==> config.mk <==
export PLATFORM = sky130hd
export DESIGN_NAME = shift_add_multiplier_flat
export DESIGN_NICKNAME = d
export VERILOG_FILES = /design/src/rtl/shift_add_multiplier_if.sv /design/src/rtl/shift_add_multiplier.sv /design/src/flat_wrapper.sv
export SDC_FILE = /design/constraint.sdc
export NUM_CORES = 1
export LEC_CHECK = 0
export CAP_MARGIN = 10
export CORE_ASPECT_RATIO = 0.7
export CORE_MARGIN = 5
export CORE_UTILIZATION = 35
export DETAILED_ROUTE_END_ITERATION = 8
export GPL_ROUTABILITY_DRIVEN = 1
export PLACE_DENSITY = 0.56
export SYNTH_ARGS = -nofsm -noshare
export SYNTH_HDL_FRONTEND = slang
export SYNTH_SLANG_ARGS = --single-unit
==> constraint.sdc <==
create_clock -name clk_i -period 6.5 [get_ports clk_i]
set_clock_uncertainty 0.05 [all_clocks]
set_input_delay 0.975 -clock clk_i [delete_from_list [all_inputs] [get_ports clk_i]]
set_output_delay 0.975 -clock clk_i [all_outputs]
set_load 0.01 [all_outputs]
==> src/rtl/shift_add_multiplier_if.sv <==
// shift_add_multiplier_if: operand/result bundle for the shift-and-add multiplier
//   q, b, r  : quotient, divisor and remainder operands (sampled on accepted start)
//   start    : operation request
//   p        : result q*b+r, valid while done
//   done     : result valid
//   busy     : operation in progress
//   ovf      : result does not fit WIDTH bits
//   rem_ok   : r < b (legal divider remainder)
interface shift_add_multiplier_if #(
    parameter int WIDTH = 8
);
    logic [WIDTH-1:0]   q;
    logic [WIDTH-1:0]   b;
    logic [WIDTH-1:0]   r;
    logic               start;
    logic [2*WIDTH-1:0] p;
    logic               done;
    logic               busy;
    logic               ovf;
    logic               rem_ok;

    modport master (output q, b, r, start, input p, done, busy, ovf, rem_ok);
    modport slave  (input q, b, r, start, output p, done, busy, ovf, rem_ok);
endinterface

==> src/rtl/shift_add_multiplier.sv <==
// shift_add_multiplier: sequential P = Q*B + R, rebuilds a dividend from divider outputs
//   clk_i  : system clock, all state changes on the rising edge
//   rst_ni : synchronous active-low reset, aborts any operation
//   bus    : slave side of shift_add_multiplier_if (operands, start, result, status)
module shift_add_multiplier #(
    parameter int WIDTH = 8
) (
    input logic                   clk_i,
    input logic                   rst_ni,
    shift_add_multiplier_if.slave bus
);
    localparam int CW = $clog2(WIDTH + 1);
    localparam logic [CW-1:0] LAST = CW'(WIDTH - 1);

    typedef enum logic [1:0] {IDLE, RUN, DONE} state_t;

    state_t             state_q, state_d;
    logic [CW-1:0]      cnt_q, cnt_d;
    logic [2*WIDTH-1:0] acc_q, acc_d;
    logic [2*WIDTH-1:0] mcand_q, mcand_d;
    logic [WIDTH-1:0]   mplier_q, mplier_d;
    logic [2*WIDTH-1:0] p_q, p_d;
    logic               done_q, done_d;
    logic               busy_q, busy_d;
    logic               ovf_q, ovf_d;
    logic               rem_ok_q, rem_ok_d;
    logic [2*WIDTH-1:0] acc_sum;

    // The maximum result is 2^(2W) - 2^W, so this add never wraps.
    assign acc_sum = acc_q + (mplier_q[0] ? mcand_q : '0);

    always_ff @(posedge clk_i) begin
        if (!rst_ni) begin
            state_q  <= IDLE;
            cnt_q    <= '0;
            acc_q    <= '0;
            mcand_q  <= '0;
            mplier_q <= '0;
            p_q      <= '0;
            done_q   <= 1'b0;
            busy_q   <= 1'b0;
            ovf_q    <= 1'b0;
            rem_ok_q <= 1'b0;
        end else begin
            state_q  <= state_d;
            cnt_q    <= cnt_d;
            acc_q    <= acc_d;
            mcand_q  <= mcand_d;
            mplier_q <= mplier_d;
            p_q      <= p_d;
            done_q   <= done_d;
            busy_q   <= busy_d;
            ovf_q    <= ovf_d;
            rem_ok_q <= rem_ok_d;
        end
    end

    always_comb begin
        state_d  = state_q;
        cnt_d    = cnt_q;
        acc_d    = acc_q;
        mcand_d  = mcand_q;
        mplier_d = mplier_q;
        p_d      = p_q;
        done_d   = done_q;
        busy_d   = busy_q;
        ovf_d    = ovf_q;
        rem_ok_d = rem_ok_q;
        if (state_q == RUN) begin
            acc_d    = acc_sum;
            mcand_d  = mcand_q << 1;
            mplier_d = mplier_q >> 1;
            cnt_d    = cnt_q + CW'(1);
            // Fixed latency: no early exit once the multiplier runs out of ones.
            if (cnt_q == LAST) begin
                state_d = DONE;
                p_d     = acc_sum;
                done_d  = 1'b1;
                busy_d  = 1'b0;
                ovf_d   = |acc_sum[2*WIDTH-1:WIDTH];
            end
        end else if (bus.start) begin
            state_d  = RUN;
            cnt_d    = '0;
            acc_d    = {{WIDTH{1'b0}}, bus.r};
            mcand_d  = {{WIDTH{1'b0}}, bus.b};
            mplier_d = bus.q;
            rem_ok_d = bus.r < bus.b;
            done_d   = 1'b0;
            busy_d   = 1'b1;
            ovf_d    = 1'b0;
        end
    end

    assign bus.p      = p_q;
    assign bus.done   = done_q;
    assign bus.busy   = busy_q;
    assign bus.ovf    = ovf_q;
    assign bus.rem_ok = rem_ok_q;
endmodule

==> src/flat_wrapper.sv <==
// flat-port wrapper written by rule: the top's interface ports become plain ports
module shift_add_multiplier_flat 
#(
    parameter int WIDTH = 8
)
  (clk_i, rst_ni, bus_q, bus_b, bus_r, bus_start, bus_p, bus_done, bus_busy, bus_ovf, bus_rem_ok);
  shift_add_multiplier_if #(.WIDTH(WIDTH)) bus_i ();
  input logic clk_i;
  input logic rst_ni;
  input wire logic [$bits(bus_i.q)-1:0] bus_q;
  input wire logic [$bits(bus_i.b)-1:0] bus_b;
  input wire logic [$bits(bus_i.r)-1:0] bus_r;
  input wire logic [$bits(bus_i.start)-1:0] bus_start;
  output wire logic [$bits(bus_i.p)-1:0] bus_p;
  output wire logic [$bits(bus_i.done)-1:0] bus_done;
  output wire logic [$bits(bus_i.busy)-1:0] bus_busy;
  output wire logic [$bits(bus_i.ovf)-1:0] bus_ovf;
  output wire logic [$bits(bus_i.rem_ok)-1:0] bus_rem_ok;
  assign bus_i.q = bus_q;
  assign bus_i.b = bus_b;
  assign bus_i.r = bus_r;
  assign bus_i.start = bus_start;
  assign bus_p = bus_i.p;
  assign bus_done = bus_i.done;
  assign bus_busy = bus_i.busy;
  assign bus_ovf = bus_i.ovf;
  assign bus_rem_ok = bus_i.rem_ok;
  shift_add_multiplier #(.WIDTH(WIDTH)) u_core (.clk_i(clk_i), .rst_ni(rst_ni), .bus(bus_i));
endmodule
* Word level (Yosys, flattened, before mapping) *
Cells that the tools add are included.

storage, ports and cells
  register bits after elaboration = 66
  bits in latches = 0
  memory bits (writable) = 0
  ROM bits = 0
  bits of input ports = 27
  output and inout bits = 20
  logic and storage cells = 46
  memories = 0

cells by class
  add/subtract/negate cells = 2
  $mul = 0
  div/mod/pow operators = 0
  $lt $le $gt $ge = 1
  equal/unequal tests = 3
  shift operators = 0
  multiplexer cells = 20
  bitwise operators = 2
  reduce and logical (&&, ||, !) cells = 6

operators with widths
  operator                                                          number
  16-bit two-way mux                                                5
  16-bit adder                                                      1
  7-bit two-way mux                                                 2
  8-bit < comparator                                                1
  1-bit two-way mux                                                 8
  4-bit two-way mux                                                 2
  8-bit OR reduction                                                1
  2-bit two-way mux                                                 3
  2-bit AND reduction                                               3
  4-bit by 1-bit adder with 4-bit output (second input constant)    1
  4-bit by 3-bit == test with 1-bit output (second input constant)  1
  2-bit by 1-bit == test with 1-bit output (second input constant)  1
  2-bit != test (second input constant)                             1
  1-bit NOT                                                         2
  2-bit nonzero test                                                1
  2-bit OR reduction                                                1

* Depth between registers and ports, before layout *
Gate-level depths: netlist of the first run.

  word-level depth = 5
  depth in mapped cells = 11
  depth with buffers taken out = 10

* Worst setup path before layout of the first run *
Ideal clock, no wire load.

  path type = reg-to-reg
  from = reg u_core.mplier_q[0]
  to = reg u_core.ovf_q (netlist: u_core.bus.ovf)
  setup time = 122 ps
  arrival time = 2292 ps
  data required time = 6328 ps
  slack = 4036 ps
  cell stages (with the launch flop) = 12
  buffers on the path = 2
  period minus slack after synthesis = 2464 ps
  cell sequence = dfxtp_1 clkbuf_1 and2_1 ha_1 buf_2 nand3_1 nor2_1 a2111oi_0 a31oi_1 xnor2_1 nor4b_2 a21oi_1

on the way
  word-level cells in the longest chain between the ends = 5

RTL lines
  what                    line                        RTL
  from (decl)             shift_add_multiplier.sv:21  logic [WIDTH-1:0] mplier_q, mplier_d;
  from (signal assigned)  shift_add_multiplier.sv:49  mplier_q <= mplier_d;
  16-bit two-way mux      shift_add_multiplier.sv:30  assign acc_sum = acc_q + (mplier_q[0] ? mcand_q : '0);
  16-bit adder            shift_add_multiplier.sv:30
  8-bit OR reduction      shift_add_multiplier.sv:80  ovf_d = |acc_sum[2*WIDTH-1:WIDTH];
  1-bit two-way mux       shift_add_multiplier.sv:75  if (cnt_q == LAST) begin
  1-bit two-way mux       shift_add_multiplier.sv:69  if (state_q == RUN) begin
  to (signal assigned)    shift_add_multiplier.sv:53  ovf_q <= ovf_d;
  to (decl)               shift_add_multiplier.sv:25  logic ovf_q, ovf_d;

No other way between the ends. The select of a mux whose other input is x is not followed.
A chain may end at the register's enable or synchronous reset.

* Worst setup path in the final report of the first run *
Ends and elaborated chain as after synthesis.

==> results of run 1 <==
[critical path, stage by stage (launching register included)]
cell and delay, ns:
dfxtp_1 0.63, and2_1 0.22, ha_1 0.32, nand3_1 0.20
nor2_1 0.10, a2111oi_0 0.49, a31oi_1 0.17, xnor2_1 0.20
nor4b_2 0.26, a21oi_1 0.09
[metrics by stage]
step | power [mW] | instance area [um2] | hold slack, ns
floorplan | 0.504 | 3810 | 0.399
global placement | 0.548 | 4370 | 0.398
detailed placement | 0.549 | 4370 | 0.398
CTS | 1.04 | 4670 | 0.407
global route | 1.07 | 4670 | 0.437
finish | 1.02 | 4670 | 0.402
[registers in the layout, summed over array words and instances, names as in the netlist]
| signal | cells |
|---|---|
| u_core.state_q | 2 |
| u_core.mplier_q | 8 |
| u_core.mcand_q | 16 |
| u_core.cnt_q | 4 |
| u_core.bus.p | 16 |
| u_core.bus.rem_ok | 1 |
| u_core.bus.ovf | 1 |
| u_core.acc_q | 16 |
[power by group through the flow]
stage | combinational [mW] | sequential, mW | clock (mW)
finish | 0.121 | 0.421 | 0.481
global route | 0.133 | 0.423 | 0.515
CTS | 0.120 | 0.421 | 0.495
detailed placement | 0.120 | 0.429 | 0
global placement | 0.119 | 0.428 | 0
floorplan | 0.0806 | 0.424 | 0
[final cells by class]
cell class	instances	area (um2)
fillers	1029	5840
clock inverters	5	56.3
multi-input cells	340	2370
inverters	14	52.6
well taps	148	185
repair buffers	50	480
flip-flops and latches	64	1280
clock buffers	11	243
[metal layers]
layer	GRT usage (%)	wire [um]
met3	3.99	505
met4	3.05	78
met5	0	0
met2	19.8	3720
met1	24.9	5500
[cell usage after synthesis (2+ instances only)]
cell type / instances / area [um2]
o21ai_1: 5 / 25.0
a31oi_1: 3 / 18.8
o211ai_1: 2 / 15.0
a211oi_1: 2 / 15.0
o21a_1: 2 / 15.0
a211oi_2: 2 / 25.0
buf_2: 5 / 25.0
a21o_1: 5 / 37.5
nand3_1: 5 / 25.0
nand3b_1: 13 / 97.6
nor3b_1: 9 / 67.6
xor2_1: 2 / 17.5
nand2b_1: 4 / 25.0
o21bai_1: 2 / 15.0
a21oi_1: 20 / 100
clkbuf_1: 21 / 78.8
nand2_1: 67 / 251
a21boi_1: 4 / 30.0
xnor2_1: 8 / 70.1
a21boi_0: 20 / 150
nor2b_1: 11 / 68.8
o211a_1: 24 / 240
dfxtp_1: 64 / 1280
and2_1: 20 / 125
ha_1: 23 / 288
mux2i_1: 25 / 250
a31o_1: 2 / 17.5
inv_1: 14 / 52.6
o21ai_0: 13 / 65.1
nor2_1: 26 / 97.6
nor3_1: 3 / 15.0
[logic make-up after synthesis]
logic type      Yosys count  share of synthesized area [%]
compound gates          115                           23.0
xor+xnor                 10                           2.30
fa+ha+maj                24                           8.08
buf+inv                  41                           4.20
flops                    64                           33.6
mux                      26                           6.96
simple gates            165                           21.8
[final timing paths]
kind / from / endpoint / cells after the start
setup / recovery: u_core.mplier_q[0] / u_core.bus.ovf / 9
hold / removal: u_core.bus.p[14] / u_core.bus.p[14] / 2
setup reg to reg: u_core.mplier_q[0] / u_core.bus.ovf / 9
hold reg to reg: u_core.bus.p[14] / u_core.bus.p[14] / 2
==> flow_metrics.py, run 1 <==
metrics = {
    "clock_network": {
        "ctsHoldBuffers": 0,
        "ctsResizeCount": 0,
        "post-cts-setup-buffer-count": 0,
        "clk_latency_ns": 0.33,
        "cts_buffer_depth": 2,
        "cts_root_buf": "clkbuf_16",
        "cts_tree": "done",
        "htreeDepth": 3,
        "cts.sinks": 64,
        "numCtsBuffers": 9,
        "clk_pin_slew_worst_paths_ns": 0.06,
    },
    "global_routing": {
        "grt_max_degree": 64,
        "grt_overflow": 0,
        "grt_pass1_vias": 3056,
        "grt_use_total_pct": 15.4,
        "grt_pass1_wl_um": 16300,
        "antenna_found_initial": 0,
    },
    "layout": {
        "final_nets": 530,
        "drive_gt1_share_pct": 6.20,
        "fin_cells": 632,
        "antennaDiodeCount": 0,
        "final_common_cell": "nand2_1",
        "post-route-util_pct": 44.4,
        "most-common-layout-cells": "67 x nand2_1, 64 x dfxtp_1, 44 x clkdlybuf4s50_1",
        "syn_to_final_growth_pct": 22.6,
    },
    "sta": {
        "fin_ws_ns": 3.66,
        "setup-violations-final": 0,
        "finalCriticalPeriod_ns": 2.84,
        "max_slew_margin_pct": 52.9,
        "drv_slew": 0,
        "setup_tns_ns": 0,
        "rsz0062_at_grt": "false",
        "hold_viol": 0,
        "worst_pin_slew_ns": 0.704,
        "post-route-period-util_pct": 43.7,
        "max_freq_mhz": 352,
    },
    "floorplanning": {
        "dieArea_mm2": 0.0131,
        "die_w_um": 135,
        "pin_count": 47,
        "die_h_um": 97.3,
        "core_area_mm2": 0.0105,
        "rows": 31,
        "start_util_pct": 36.3,
    },
    "setup_path": {
        "cp_max_fo": 17,
        "start_kind": "flop",
        "critical_path_class": "reg2reg",
        "r2r_setup_slack_ns": 3.66,
        "cp-end-kind": "flop",
        "required_ns": 6.67,
        "crit_arrival_ns": 3.01,
    },
    "place": {
        "pre_cts_slack_ns": 3.68,
        "port_buffers": 46,
        "gp_congestion": 0.840,
        "post-dp-hpwl_um": 7130,
        "dp.cells": 616,
    },
    "logic_synthesis": {
        "synth_area_mm2": 0.00381,
        "yosys_warnings": 0,
        "synth_seq_area_share_pct": 33.6,
        "postSynth.asyncResetShare_pct": 0,
        "synth_cell_types": 50,
        "synthCells": 445,
        "synth_edf_count": 0,
        "syn-num-nets": 496,
        "synth_seq_cells": 64,
        "syn_area_per_cell_um2": 8.56,
        "synth-main-ff-cell": "dfxtp_1",
    },
    "job": {
        "maxCapViolations": 0,
    },
    "power": {
        "powerDensity_mw_per_mm2": 219,
        "switching_power_mw": 0.252,
        "combPwrFrac_pct": 11.8,
        "clockPowerShare_pct": 47.1,
        "ir_drop_uv": 108,
        "p_sw_share_pct": 24.7,
        "cellInternalPower_mw": 0.771,
        "p_seq_share_pct": 41.1,
        "leakagePower_nw": 2.02,
    },
    "routing": {
        "route.detailed.drc": 0,
        "routed_via_density": 5.10,
        "drt_iter0_drc": 192,
        "drt-total-wl_um": 9800,
        "firstDrtPassIters": 6,
        "wire_per_inst_um": 15.5,
        "num_vias": 3223,
        "ant_nets": 0,
    },
    "status": {
        "outcome": "finished clean",
    },
    "min_path": {
        "hp-class": "reg2reg",
    },
}
Power figures use the tool's default switching activity.
==> run 2: changes to the inputs <==
Settings changed: PLACE_DENSITY 0.56 to 0.59.
Clock period 6.5 ns to 2.5 ns, I/O delays scaled along.
==> run 2 against run 1 <==
Count of clock-buffer cells in the layout did not move; register-to-register slack got worse by 3.6 ns; sequential share of layout area fell by 2.5 points; fmax rose by 18%; setup slack got worse by 3.6 ns; final cell count rose by 4.0%; design area rose by 10%; utilization rose by 4.5 points; critical path depth rose by 1.
==> flow_metrics.py, run 2 (synthesis results as in run 1) <==
metrics = {
    "routing": {
        "drt-total-wl_um": 10100,
        "ant_nets": 0,
        "drt_iter0_drc": 180,
        "firstDrtPassIters": 7,
        "num_vias": 3279,
        "routed_via_density": 4.99,
        "route.detailed.drc": 0,
        "wire_per_inst_um": 15.4,
    },
    "setup_path": {
        "critical_path_class": "reg2reg",
        "slowest_delay_ns": 0.33,
        "cp_max_fo": 14,
        "cp_cell_sequence": "buf_6 > and2_1 > ha_4 > buf_4 > or2_1 > o211ai_1 > a31oi_2 > xnor2_2 > nor4b_2 > a21oi_1",
        "crit_arrival_ns": 2.58,
        "cpMaxStageDelayCell": "dfxtp_2",
        "required_ns": 2.66,
        "cp-end-kind": "flop",
        "start_kind": "flop",
    },
    "clock_network": {
        "cts_buffer_depth": 2,
        "cts_root_buf": "clkbuf_16",
        "cts_tree": "done",
        "htreeDepth": 3,
        "numCtsBuffers": 9,
        "clk_pin_slew_worst_paths_ns": 0.06,
        "ctsHoldBuffers": 0,
        "cts.sinks": 64,
        "clk_latency_ns": 0.33,
    },
    "power": {
        "powerDensity_mw_per_mm2": 571,
        "clockPowerShare_pct": 50.3,
        "leakagePower_nw": 2.20,
        "combPwrFrac_pct": 12.4,
        "p_seq_share_pct": 37.3,
        "switching_power_mw": 0.671,
        "p_sw_share_pct": 22.9,
        "cellInternalPower_mw": 2.27,
        "ir_drop_uv": 310,
        "power_mw": 2.94,
    },
    "floorplanning": {
        "pin_count": 47,
        "rows": 31,
        "start_util_pct": 36.3,
        "core_area_mm2": 0.0105,
        "dieArea_mm2": 0.0131,
        "die_w_um": 135,
        "die_h_um": 97.3,
    },
    "sta": {
        "hold_viol": 0,
        "max_freq_mhz": 415,
        "setup-violations-final": 0,
        "finalCriticalPeriod_ns": 2.41,
        "drv_slew": 0,
        "max_slew_margin_pct": 69.3,
        "worst_pin_slew_ns": 0.458,
        "rsz0062_at_grt": "true",
        "post-route-period-util_pct": 96.5,
        "setup_tns_ns": 0,
    },
    "layout": {
        "final_nets": 555,
        "drive_gt1_share_pct": 17.7,
        "antennaDiodeCount": 0,
        "final_common_cell": "nand2_1",
        "fill_cells": 1020,
        "most-common-layout-cells": "67 x nand2_1, 62 x dfxtp_1, 44 x clkdlybuf4s50_1",
        "syn_to_final_growth_pct": 34.9,
    },
    "status": {
        "outcome": "finished clean",
    },
    "global_routing": {
        "grt_use_total_pct": 15.5,
        "grt_overflow": 0,
        "grt_max_degree": 34,
        "grt_pass1_vias": 3093,
        "antenna_found_initial": 0,
        "grt_pass1_wl_um": 16200,
    },
    "place": {
        "post-dp-hpwl_um": 7530,
        "port_buffers": 46,
        "gp_congestion": 0.886,
    },
    "job": {
        "maxCapViolations": 0,
    },
    "min_path": {
        "hp-class": "reg2reg",
    },
}
[run 2: cell count changes in the layout (fill, tap and decap cells not counted), moves of 3 or more]
cell	change
a21oi_1	-3
buf_4	+24
and2_4	+4
nand3_2	+3
and2_1	-4
a21oi_4	+3
ha_4	+6
ha_1	-8
nand3_1	-3
[run 2: power by group through the flow]
| stage | registers (mW) | clock network, mW | logic [mW] |
|---|---|---|---|
| after floorplan | 1.10 | 0 | 0.209 |
| after global placement | 1.11 | 0 | 0.328 |
| after detailed placement | 1.11 | 0 | 0.330 |
| after CTS | 1.09 | 1.51 | 0.337 |
| after global routing | 1.10 | 1.56 | 0.403 |
| final | 1.09 | 1.48 | 0.365 |
[run 2: through the flow]
stage	utilization [%]	instance area, um2	cells	hold WS, ns	worst slack, ns
detailed placement	43.2	4540	638	0.399	-0.0914
finish	48.9	5140	657	0.402	0.0885
CTS	46.9	4930	655	0.407	0.00383
floorplan	-	3810	445	0.399	0.0364
global placement	43.2	4540	638	0.392	-0.0633
global route	48.9	5140	657	0.429	-0.0689
[run 2: per-layer routing]
layer  GRT usage (%)  up-vias  part of all wire, %  wire [um]
met2            19.9       70                   39       3920
li1                -     1693                    -          -
met1            24.7     1511                   54       5520
met4            4.23        0                 0.72         73
met5               0        -                    0          0
met3            3.93        5                  6.1        620
[run 2: final cells by class]
cell class	instances	area [um2]	share of cell area [%]
flip-flops and latches	64	1280	25.0
well taps	148	185	3.60
multi-input cells	340	2590	50.4
inverters	14	52.6	1.02
repair buffers	75	672	13.1
clock buffers	11	253	4.91
clock inverters	5	103	2.00
[run 2: final timing paths]
kind | start | to | slack (ns) | cells after the start
max | u_core.mplier_q[0] | u_core.bus.ovf | 0.09 | 10
min | u_core.bus.p[10] | u_core.bus.p[10] | 0.40 | 2
max reg2reg | u_core.mplier_q[0] | u_core.bus.ovf | 0.09 | 10
min reg2reg | u_core.bus.p[10] | u_core.bus.p[10] | 0.40 | 2
[run 2: worst max-delay path, delay by kind of cell (launching register included)]
family | cells | cell delay (ns)
compound gates | 3 | 0.56
xor+xnor | 1 | 0.20
fa+ha+maj | 1 | 0.18
buf+inv | 2 | 0.29
flops | 1 | 0.33
simple gates | 3 | 0.70
[run 2: what timing repair did]
item / CTS / global route
pin swaps: 1 / 20
gates cloned: 0 / 0
gates resized for setup: 8 / 38
endpoints found under the setup margin: 4 / 12
setup buffers: 1 / 2
==> run 3: changes to the inputs <==
Settings changed: ABC_AREA set to 1, CORE_UTILIZATION 35 to 50, PLACE_DENSITY 0.59 to 0.78.
==> run 3 against run 2 <==
Register-to-register slack better by 0.15 ns; die area down 29%; non-clock buffer count fell by 21; synthesized cell count grew 32%; synthesized area is 1.6% lower; global-route usage grew 7.1 points; critical path type unchanged; critical endpoint unchanged.
==> flow_metrics.py, run 3 <==
metrics = {
    "status": {
        "outcome": "finished clean",
    },
    "routing": {
        "routed_via_density": 5.19,
        "drt-total-wl_um": 10200,
        "wire_per_inst_um": 13.9,
        "firstDrtPassIters": 5,
        "ant_nets": 0,
        "drt_iter0_drc": 294,
        "route.detailed.drc": 0,
        "num_vias": 3817,
    },
    "power": {
        "ir_drop_uv": 367,
        "powerDensity_mw_per_mm2": 478,
        "leakagePower_nw": 2.33,
    },
    "logic_synthesis": {
        "synth_seq_area_share_pct": 34.2,
        "yosys-top-cells-area": "dfxtp_1 34%, nand2_1 22%, inv_1 9.7%, ha_1 7.7%, a21oi_1 4.1%",
        "synth_cell_types": 29,
        "synth_most_common_cell": "nand2_1",
        "synth_area_mm2": 0.00375,
        "yosysTopAreaCellShare_pct": 34.2,
        "postSynth.asyncResetShare_pct": 0,
        "ys_top_cells_by_count": "217 x nand2_1, 97 x inv_1, 64 x dfxtp_1, 37 x nor2_1",
        "synthCells": 588,
        "synth_edf_count": 0,
        "synth.largest_area_cell": "dfxtp_1",
        "synth_seq_cells": 64,
        "yosys_warnings": 0,
        "synth-main-ff-cell": "dfxtp_1",
        "syn-num-nets": 639,
        "syn_area_per_cell_um2": 6.38,
    },
    "global_routing": {
        "antenna_found_initial": 0,
        "grt_max_degree": 39,
        "grt_pass1_wl_um": 16500,
        "grt_use_total_pct": 22.6,
        "grt_overflow": 0,
        "grt_pass1_vias": 3476,
    },
    "layout": {
        "antennaDiodeCount": 0,
        "final_nets": 683,
        "syn_to_final_growth_pct": 20.0,
        "final_common_cell": "nand2_1",
        "drive_gt1_share_pct": 4.55,
        "fin_cells": 735,
        "most-common-layout-cells": "217 x nand2_1, 97 x inv_1, 64 x dfxtp_1",
    },
    "min_path": {
        "min_from": "u_core.acc_q[11]",
        "holdPathStages": 2,
        "hp-class": "reg2reg",
        "hold_end": "u_core.acc_q[11]",
    },
    "setup_path": {
        "cp_max_fo": 15,
        "crit_arrival_ns": 2.46,
        "critical_path_class": "reg2reg",
        "reg2reg_depth": 14,
        "cp-end-kind": "flop",
        "reg2reg_to": "u_core.bus.ovf",
        "rr_startpoint": "u_core.mplier_q[0]",
        "start_kind": "flop",
        "r2r_setup_slack_ns": 0.24,
        "required_ns": 2.69,
    },
    "sta": {
        "max_slew_margin_pct": 73.5,
        "worst_pin_slew_ns": 0.396,
        "rsz0062_at_grt": "false",
        "setup_tns_ns": 0,
        "max_freq_mhz": 442,
        "post-route-period-util_pct": 90.5,
        "fin_hold_ws_ns": 0.424,
        "finalCriticalPeriod_ns": 2.26,
        "setup-violations-final": 0,
        "hold_viol": 0,
        "drv_slew": 0,
    },
    "floorplanning": {
        "die_w_um": 114,
        "pin_count": 47,
        "core_area_mm2": 0.00729,
        "start_util_pct": 51.5,
        "die_h_um": 82.5,
        "rows": 26,
        "dieArea_mm2": 0.00936,
    },
    "clock_network": {
        "clk_pin_slew_worst_paths_ns": 0.08,
        "ctsHoldBuffers": 0,
        "clk_latency_ns": 0.36,
        "post-cts-setup-buffer-count": 0,
        "numCtsBuffers": 9,
        "ctsResizeCount": 0,
        "cts_root_buf": "clkbuf_8",
        "htreeDepth": 3,
        "cts_buffer_depth": 2,
        "cts.sinks": 64,
        "cts_tree": "done",
    },
    "place": {
        "dp.cells": 719,
        "post-dp-hpwl_um": 7720,
        "port_buffers": 46,
        "gp_congestion": 1.00,
    },
    "job": {
        "maxCapViolations": 0,
    },
}
-- run 3: worst max-delay path, stage by stage, from the launching register on --
cell and delay, ns:
dfxtp_1 0.33, buf_4 0.19, nand2_1 0.08, inv_1 0.07, fa_1 0.45, nand3_1 0.11, nand3_1 0.15, nand2_1 0.12
nand2_1 0.06, nand2_1 0.06, nand2_1 0.10, nor2_1 0.17, nand2_1 0.07, nor2_1 0.08, a21oi_1 0.07
-- run 3: how the worst max path moves through the flow --
| stage | cells after the start | slack (ns) | to | startpoint |
|---|---|---|---|---|
| floorplan | 15 | 0.42 | u_core.bus.ovf | u_core.mplier_q[0] |
| global placement | 14 | 0.29 | u_core.bus.p[14] | u_core.mplier_q[0] |
| detailed placement | 14 | 0.29 | u_core.bus.ovf | u_core.mplier_q[0] |
| CTS | 14 | 0.27 | u_core.bus.ovf | u_core.mplier_q[0] |
| global route | 14 | 0.03 | u_core.bus.ovf | u_core.mplier_q[0] |
| finish | 14 | 0.24 | u_core.bus.ovf | u_core.mplier_q[0] |
-- run 3: area by class of cell --
class                           count  area (um2)
Clock buffer                       12         155
Multi-Input combinational cell    405        2010
Tap cell                           98         123
Timing Repair Buffer               54         533
Sequential cell                    64        1280
Fill cell                         732        2790
Inverter                           98         368
Clock inverter                      4        28.8
-- run 3: cells by family after synthesis --
family | after synthesis | share of synthesized area [%]
and+or+nand+nor | 299 | 32.2
buffers and inverters | 119 | 12.2
adders and majority gates | 24 | 8.21
DFF | 64 | 34.2
AOI/OAI and AO/OA | 75 | 11.5
xor gates and xnor gates | 7 | 1.64
-- run 3: power breakdown --
group | internal (mW) | switching (mW) | leakage (nW)
Sequential | 1.05 | 0.0202 | 0.520
Clock | 0.414 | 0.420 | 0.0886
Combinational | 0.102 | 0.145 | 1.72
-- run 3: through the flow --
stage               power (mW)  utilization [%]  setup WS [ns]  area, um2
detailed placement        1.33             59.2          0.287       4320
CTS                       2.16             61.8          0.267       4500
floorplan                 1.23                -          0.418       3750
finish                    2.15             61.8          0.237       4500
global placement          1.33             59.2          0.291       4320
global route              2.23             61.8         0.0251       4500
-- run 3: metal layers --
| metal | share of wire, % | GRT usage (%) | wire [um] | vias to the layer above |
|---|---|---|---|---|
| li1 | - | - | - | 1919 |
| met4 | 1.0 | 6.48 | 104 | 0 |
| met3 | 9.2 | 7.72 | 937 | 12 |
| met5 | 0 | 0 | 0 | - |
| met2 | 39 | 32.2 | 3970 | 147 |
| met1 | 51 | 32.2 | 5170 | 1739 |
